==> src/rtl/tamagotchi_pkg.sv <==
// tamagotchi_pkg: state codes shared with the state controller and saturating need arithmetic.
package tamagotchi_pkg;
    localparam logic [3:0] IDLE       = 4'd0;
    localparam logic [3:0] DORMINDO   = 4'd1;
    localparam logic [3:0] COMENDO    = 4'd2;
    localparam logic [3:0] DANDO_AULA = 4'd3;
    localparam logic [3:0] MORTO      = 4'd4;

    function automatic int satura(input int v, input int maxv);
        return (v > maxv) ? maxv : ((v < 0) ? 0 : v);
    endfunction
endpackage

==> src/rtl/divisor_tick.sv <==
// divisor_tick: divides clk into a registered one-cycle tick every TICK_DIV cycles.
module divisor_tick #(
    parameter int TICK_DIV = 50000000
) (
    input  logic clk,
    input  logic rst,
    output logic tick
);
    localparam int CW = (TICK_DIV > 2) ? $clog2(TICK_DIV) : 1;
    logic [CW-1:0] r_cnt;
    // tick is registered one cycle early so it is high while r_cnt sits at TICK_DIV-1
    always_ff @(posedge clk or posedge rst) begin
        if (rst) begin
            r_cnt <= '0;
            tick  <= 1'b0;
        end else begin
            r_cnt <= (r_cnt == CW'(TICK_DIV - 1)) ? '0 : r_cnt + 1'b1;
            tick  <= (r_cnt == CW'(TICK_DIV - 2));
        end
    end
endmodule

==> src/rtl/gerenciador_necessidades.sv <==
// gerenciador_necessidades: per-tick saturating vitals (fome, cansaco, tedio) and sticky death flag.
// Optional ALERTA_EN adds a registered alerta output for needs at or above MAX-2.
module gerenciador_necessidades
    import tamagotchi_pkg::*;
#(
    parameter int TICK_DIV = 50000000,
    parameter int W        = 4,
    parameter int INICIAL  = 0,
    parameter int LIMIAR   = 3
) (
    input  logic         clk,
    input  logic         rst,
    input  logic [3:0]   estado,
    output logic [W-1:0] fome,
    output logic [W-1:0] cansaco,
    output logic [W-1:0] tedio,
    output logic         tick,
    output logic         morreu
`ifdef ALERTA_EN
    ,
    output logic         alerta
`endif
);
    localparam int           MAX = 2**W - 1;
    localparam logic [7:0]   LIM = 8'(LIMIAR);
    logic         w_tick, w_upd, w_crit, w_morreu_n;
    int           w_df, w_dc, w_dt;
    logic [W-1:0] w_fome_n, w_cansaco_n, w_tedio_n;
    logic [7:0]   r_crit_cnt, w_crit_n;

    divisor_tick #(.TICK_DIV(TICK_DIV)) u_div (.clk(clk), .rst(rst), .tick(w_tick));
    assign tick = w_tick;

    always_comb begin
        w_df = (estado == COMENDO) ? -2 :
               (estado == IDLE || estado == DORMINDO || estado == DANDO_AULA) ? 1 : 0;
        w_dc = (estado == IDLE || estado == COMENDO) ? 1 :
               (estado == DORMINDO) ? -2 : (estado == DANDO_AULA) ? 2 : 0;
        w_dt = (estado == IDLE || estado == COMENDO) ? 1 : (estado == DANDO_AULA) ? -2 : 0;
        w_upd       = w_tick && !morreu && estado != MORTO;
        w_fome_n    = W'(satura(int'(fome) + w_df, MAX));
        w_cansaco_n = W'(satura(int'(cansaco) + w_dc, MAX));
        w_tedio_n   = W'(satura(int'(tedio) + w_dt, MAX));
        w_crit      = (&w_fome_n) | (&w_cansaco_n) | (&w_tedio_n);
        w_crit_n    = !w_crit ? 8'd0 : (r_crit_cnt >= LIM) ? LIM : r_crit_cnt + 8'd1;
        w_morreu_n  = morreu | (w_upd && w_crit_n == LIM);
    end

    always_ff @(posedge clk or posedge rst) begin
        if (rst) begin
            fome       <= W'(INICIAL);
            cansaco    <= W'(INICIAL);
            tedio      <= W'(INICIAL);
            r_crit_cnt <= '0;
            morreu     <= 1'b0;
        end else if (w_upd) begin
            fome       <= w_fome_n;
            cansaco    <= w_cansaco_n;
            tedio      <= w_tedio_n;
            r_crit_cnt <= w_crit_n;
            morreu     <= w_morreu_n;
        end
    end

`ifdef ALERTA_EN
    localparam logic [W-1:0] ALV = W'(MAX - 2);
    logic [W-1:0] w_fa, w_ca, w_ta;
    always_comb begin
        w_fa = w_upd ? w_fome_n : fome;
        w_ca = w_upd ? w_cansaco_n : cansaco;
        w_ta = w_upd ? w_tedio_n : tedio;
    end
    always_ff @(posedge clk or posedge rst) begin
        if (rst)
            alerta <= 1'b0;
        else if (w_tick)
            alerta <= !w_morreu_n && (w_fa >= ALV || w_ca >= ALV || w_ta >= ALV);
    end
`endif
endmodule

==> config.mk <==
export PLATFORM = sky130hd
export DESIGN_NAME = gerenciador_necessidades
export DESIGN_NICKNAME = d
export VERILOG_FILES = /design/src/rtl/tamagotchi_pkg.sv /design/src/rtl/divisor_tick.sv /design/src/rtl/gerenciador_necessidades.sv
export SDC_FILE = /design/constraint.sdc
export NUM_CORES = 1
export LEC_CHECK = 0
export CORE_MARGIN = 2
export CORE_UTILIZATION = 50
export DETAILED_ROUTE_END_ITERATION = 10
export PLACE_DENSITY = 0.79
export SETUP_SLACK_MARGIN = 0.15
export SYNTH_ARGS = -nofsm -noshare
export SYNTH_HDL_FRONTEND = slang
export SYNTH_SLANG_ARGS = --single-unit
==> constraint.sdc <==
create_clock -name clk -period 6.3 [get_ports clk]
set_input_delay 1.26 -clock clk [delete_from_list [all_inputs] [get_ports clk]]
set_output_delay 1.26 -clock clk [all_outputs]
set_load 0.02 [all_outputs]
==> reports/summary.md <==
The run finished with clean final reports. Vertical extent of the die: 86.97 µm. In the finished design, the share of the clock period the worst path needs comes to 82.85%. Counting along the longest clock path gives a buffer depth of 2. Across all setup checks in the final design, the least slack found is 1081 ps. The analysis attributes to cell leakage a power of 1.675 nW. The number of max-slew violations in the final report is 0, and the number of synthesized flops with an enable pin is 0. Class of the worst hold path: reg -> reg.

For the final database, setup skew stands at 6.047 ps. The die covers 7564 µm². The number of antenna repair diodes is 0, and the number of cells in the design after placement is 445.

Type of the worst setup path: in -> reg. The largest individual stage delay along the critical path comes from the cell sky130_fd_sc_hd__or4b_1. At the end of the flow, the number of nets in the layout was 410.

The number of I/O port buffers came out at 19. STA classifies the critical path startpoint as a primary input. The number of nets in the synthesized netlist is 402. After synthesis, the mean cell area works out to 9.456 µm². The die span in x works out to 86.97 µm.

Post-CTS timing repair inserted 0 buffers for setup. In the synthesized netlist the dominant register cell turns out to be sky130_fd_sc_hd__dfrtp_1. The logs give 0 for the number of design rule violations left after detail routing and 48 for the sink count of the clock tree. The run gives 0 as the number of antenna violations at the first check in global routing.

The layout cell share with drive strength beyond 1 came out at 6.434%. For the overall global routing resource usage, the log shows 18.86%. The tool flagged a number of max-cap violations equal to 0.

The final standard cell utilization of the core is 55.74%, and the register bit total from synthesis is 48. CTS placed an instance of sky130_fd_sc_hd__clkbuf_8 at the clock tree root. For the post-layout instance count excluding filler cells, the log shows 453. For the number of global-route vias before repair, the log shows 2586. Critical path arrival: 5390 ps. By instance count, the cell type seen most on the critical path is sky130_fd_sc_hd__nand2_1.

The logs give 30 for the site row count and 0 for the number of hold violations in the final report. For the worst-skew pair, the clock arrives at the later sink with an insertion delay of 300 ps. Of all nets on the critical path, the largest fanout is 16. The tools report the number of nets still failing antenna checks after routing as 0. In the final routed layout, each cell accounts on average for 14.67 µm. After clock tree synthesis, the clock-pin slew on the worst setup and hold paths is 90 ps. Of all flip-flops after synthesis, the portion carrying an async set or reset was 100.0%. Summed over all failing endpoints, the final setup total negative slack is 0 ps. Measured against its own limit, the worst slew margin works out to 31.12%. At the pin with the least slew margin, the transition time is 1029 ps. Remaining global-route overflow: 0.

For this configuration, the core starts out at a cell density of 51.23%. Setup repair after global routing left no endpoint under its margin. The largest vdd supply drop was 0.0001406 V; the iteration-0 DRC count of the detailed router was 222. In the layout the commonest cells are sky130_fd_sc_hd__dfrtp_1 (48), sky130_fd_sc_hd__nor2_1 (32), sky130_fd_sc_hd__ha_1 (31). In this run the power density over the cells is 144.1 nW/µm². The critical path goes through clkdlybuf4s50_1 -> or4b_1 -> clkinv_8 -> nand2b_1 -> nand2_1 -> ha_1 -> nand2_1 -> nand2_1 -> o21ai_0 -> ha_1 -> nand4b_1 -> or3_1 -> nor3_1 -> buf_4 -> a21oi_1 -> nor4_4 -> o22ai_1. Buffers inserted during clock tree synthesis total 5.

The number of H-tree levels came out at 2. The run gives 364 as the synthesized instance count. Final hold analysis gives a worst-case slack of 491.7 ps.

The count of buffer and inverter cells on the critical path is 3, and the area added between synthesis and finish is 8.797%. The run gives 0.1916 GHz as the maximum achievable frequency. Fill cells in the final layout number 581.

Routability-driven placement finished with a final weighted congestion of 0.8493. The logs give 0 for the cts-stage hold buffer count and 4.820 mm for the post-DP HPWL. Entering global routing, the biggest net connects 49 pins.

For the total iterations of the first detailed-routing run, the log shows 4. The floorplan step defined a core boundary enclosing 6719 µm². Wires add up to 6.647 mm. The worst setup path is captured at a register. After clock tree synthesis, the repair step resized 0 gates. After detailed routing, the number of vias per cell comes to 5.927. Of the synthesized area, sequential elements account for 34.90%. The post-route minimum period was 5220 ps.

Grouping stages by cell kind, the critical path spends the most delay in simple AND/OR/NAND/NOR gates. The number of distinct library cells after synthesis is 63. STA puts the critical path data required time at 6470 ps. The first global-routing pass estimated 11.53 mm of wire. The mapped netlist covers 3442 µm². Before CTS, the worst setup slack after placement is 792.5 ps. The total number of vias is 2685, and the count of boundary I/O pins is 20. Setup violations remaining at the end of the flow were counted as 0. The Yosys step of the flow raised 0 warnings. The maximum cell stage delay along the critical path works out to 810 ps.

Leaving out fill and tap cells, the most frequent cell in the layout is sky130_fd_sc_hd__dfrtp_1. TritonCTS built the clock tree.
[worst register-to-register path, delay by kind of cell, from the launching register on]
kind                       cells  cell delay, ps
DFF                            1             400
adders and majority gates      2             840
AOI/OAI and AO/OA              5             810
and+or+nand+nor                4            1260
buffers and inverters          2             360
[routing by layer]
metal,GRT usage [%],part of all wire [%]
met2,32.27,49
met5,0,0
met3,4.171,3.6
met4,5.682,1.7
met1,23.80,45
[Yosys cell counts (12+ instances only)]
master,count,area (µm²)
sky130_fd_sc_hd__dfrtp_1,48,1201
sky130_fd_sc_hd__inv_1,14,52.55
sky130_fd_sc_hd__xor2_1,16,140.1
sky130_fd_sc_hd__clkbuf_1,15,56.30
sky130_fd_sc_hd__nand2_1,24,90.09
sky130_fd_sc_hd__nor2_1,32,120.1
sky130_fd_sc_hd__a21oi_1,15,75.07
sky130_fd_sc_hd__ha_1,31,387.9
sky130_fd_sc_hd__xnor2_1,12,105.1
sky130_fd_sc_hd__o21ai_0,12,60.06
sky130_fd_sc_hd__nand3_1,12,60.06
sky130_fd_sc_hd__nand4_1,12,75.07
[worst paths after layout]
check                               from              end  slack [ps]  depth (start not counted)
setup reg to reg              cansaco[0]    r_crit_cnt[0]        2510                         13
hold reg to reg            r_crit_cnt[2]    r_crit_cnt[2]         490                          1
hold / removal             r_crit_cnt[2]    r_crit_cnt[2]         490                          1
max in group asynchronous            rst  u_div.r_cnt[25]        4200                          2
min in group asynchronous            rst   u_div.r_cnt[4]        1490                          2
setup / recovery               estado[2]    r_crit_cnt[0]        1080                         17
[cell families after synthesis]
family	count (synthesis)	synth area share, %
simple gates	145	23.77
fa+ha+maj	32	11.85
buf+inv	36	4.725
flops	48	34.90
compound gates	72	15.89
xor+xnor	29	7.924
mux	2	0.9451
[through the flow]
| step | total power [W] | cell area [µm²] |
|---|---|---|
| 3_5_place_dp | 0.0003684 | 3657 |
| 3_3_place_gp | 0.0003665 | 3657 |
| 2_1_floorplan | 0.0003528 | 3442 |
| 6_report | 0.0005396 | 3745 |
| 5_1_grt | 0.0005653 | 3745 |
| 4_1_cts | 0.0005451 | 3745 |
[power by group]
| part | switching [W] | internal (W) |
|---|---|---|
| registers | 0 | 0.000308 |
| logic | 0.0000332 | 0.0000216 |
| clock network | 0.0000997 | 0.0000774 |
[area by class of cell]
cell class / count / area [µm²] / share of cell area, %
repair buffers: 21 / 205.2 / 5.479
clock buffers: 5 / 68.82 / 1.838
clock inverters: 3 / 18.77 / 0.5012
multi-input cells: 280 / 2078 / 55.50
inverters: 16 / 72.57 / 1.938
well taps: 80 / 100.1 / 2.673
flip-flops and latches: 48 / 1201 / 32.07
[registers in the layout, indices dropped and copies added, names as in the netlist]
| signal | count |
|---|---|
| u_div.r_cnt | 26 |
| cansaco | 4 |
| morreu | 1 |
| u_div.tick | 1 |
| r_crit_cnt | 8 |
| fome | 4 |
| tedio | 4 |
No activity file was read; power rests on OpenSTA's default activity.
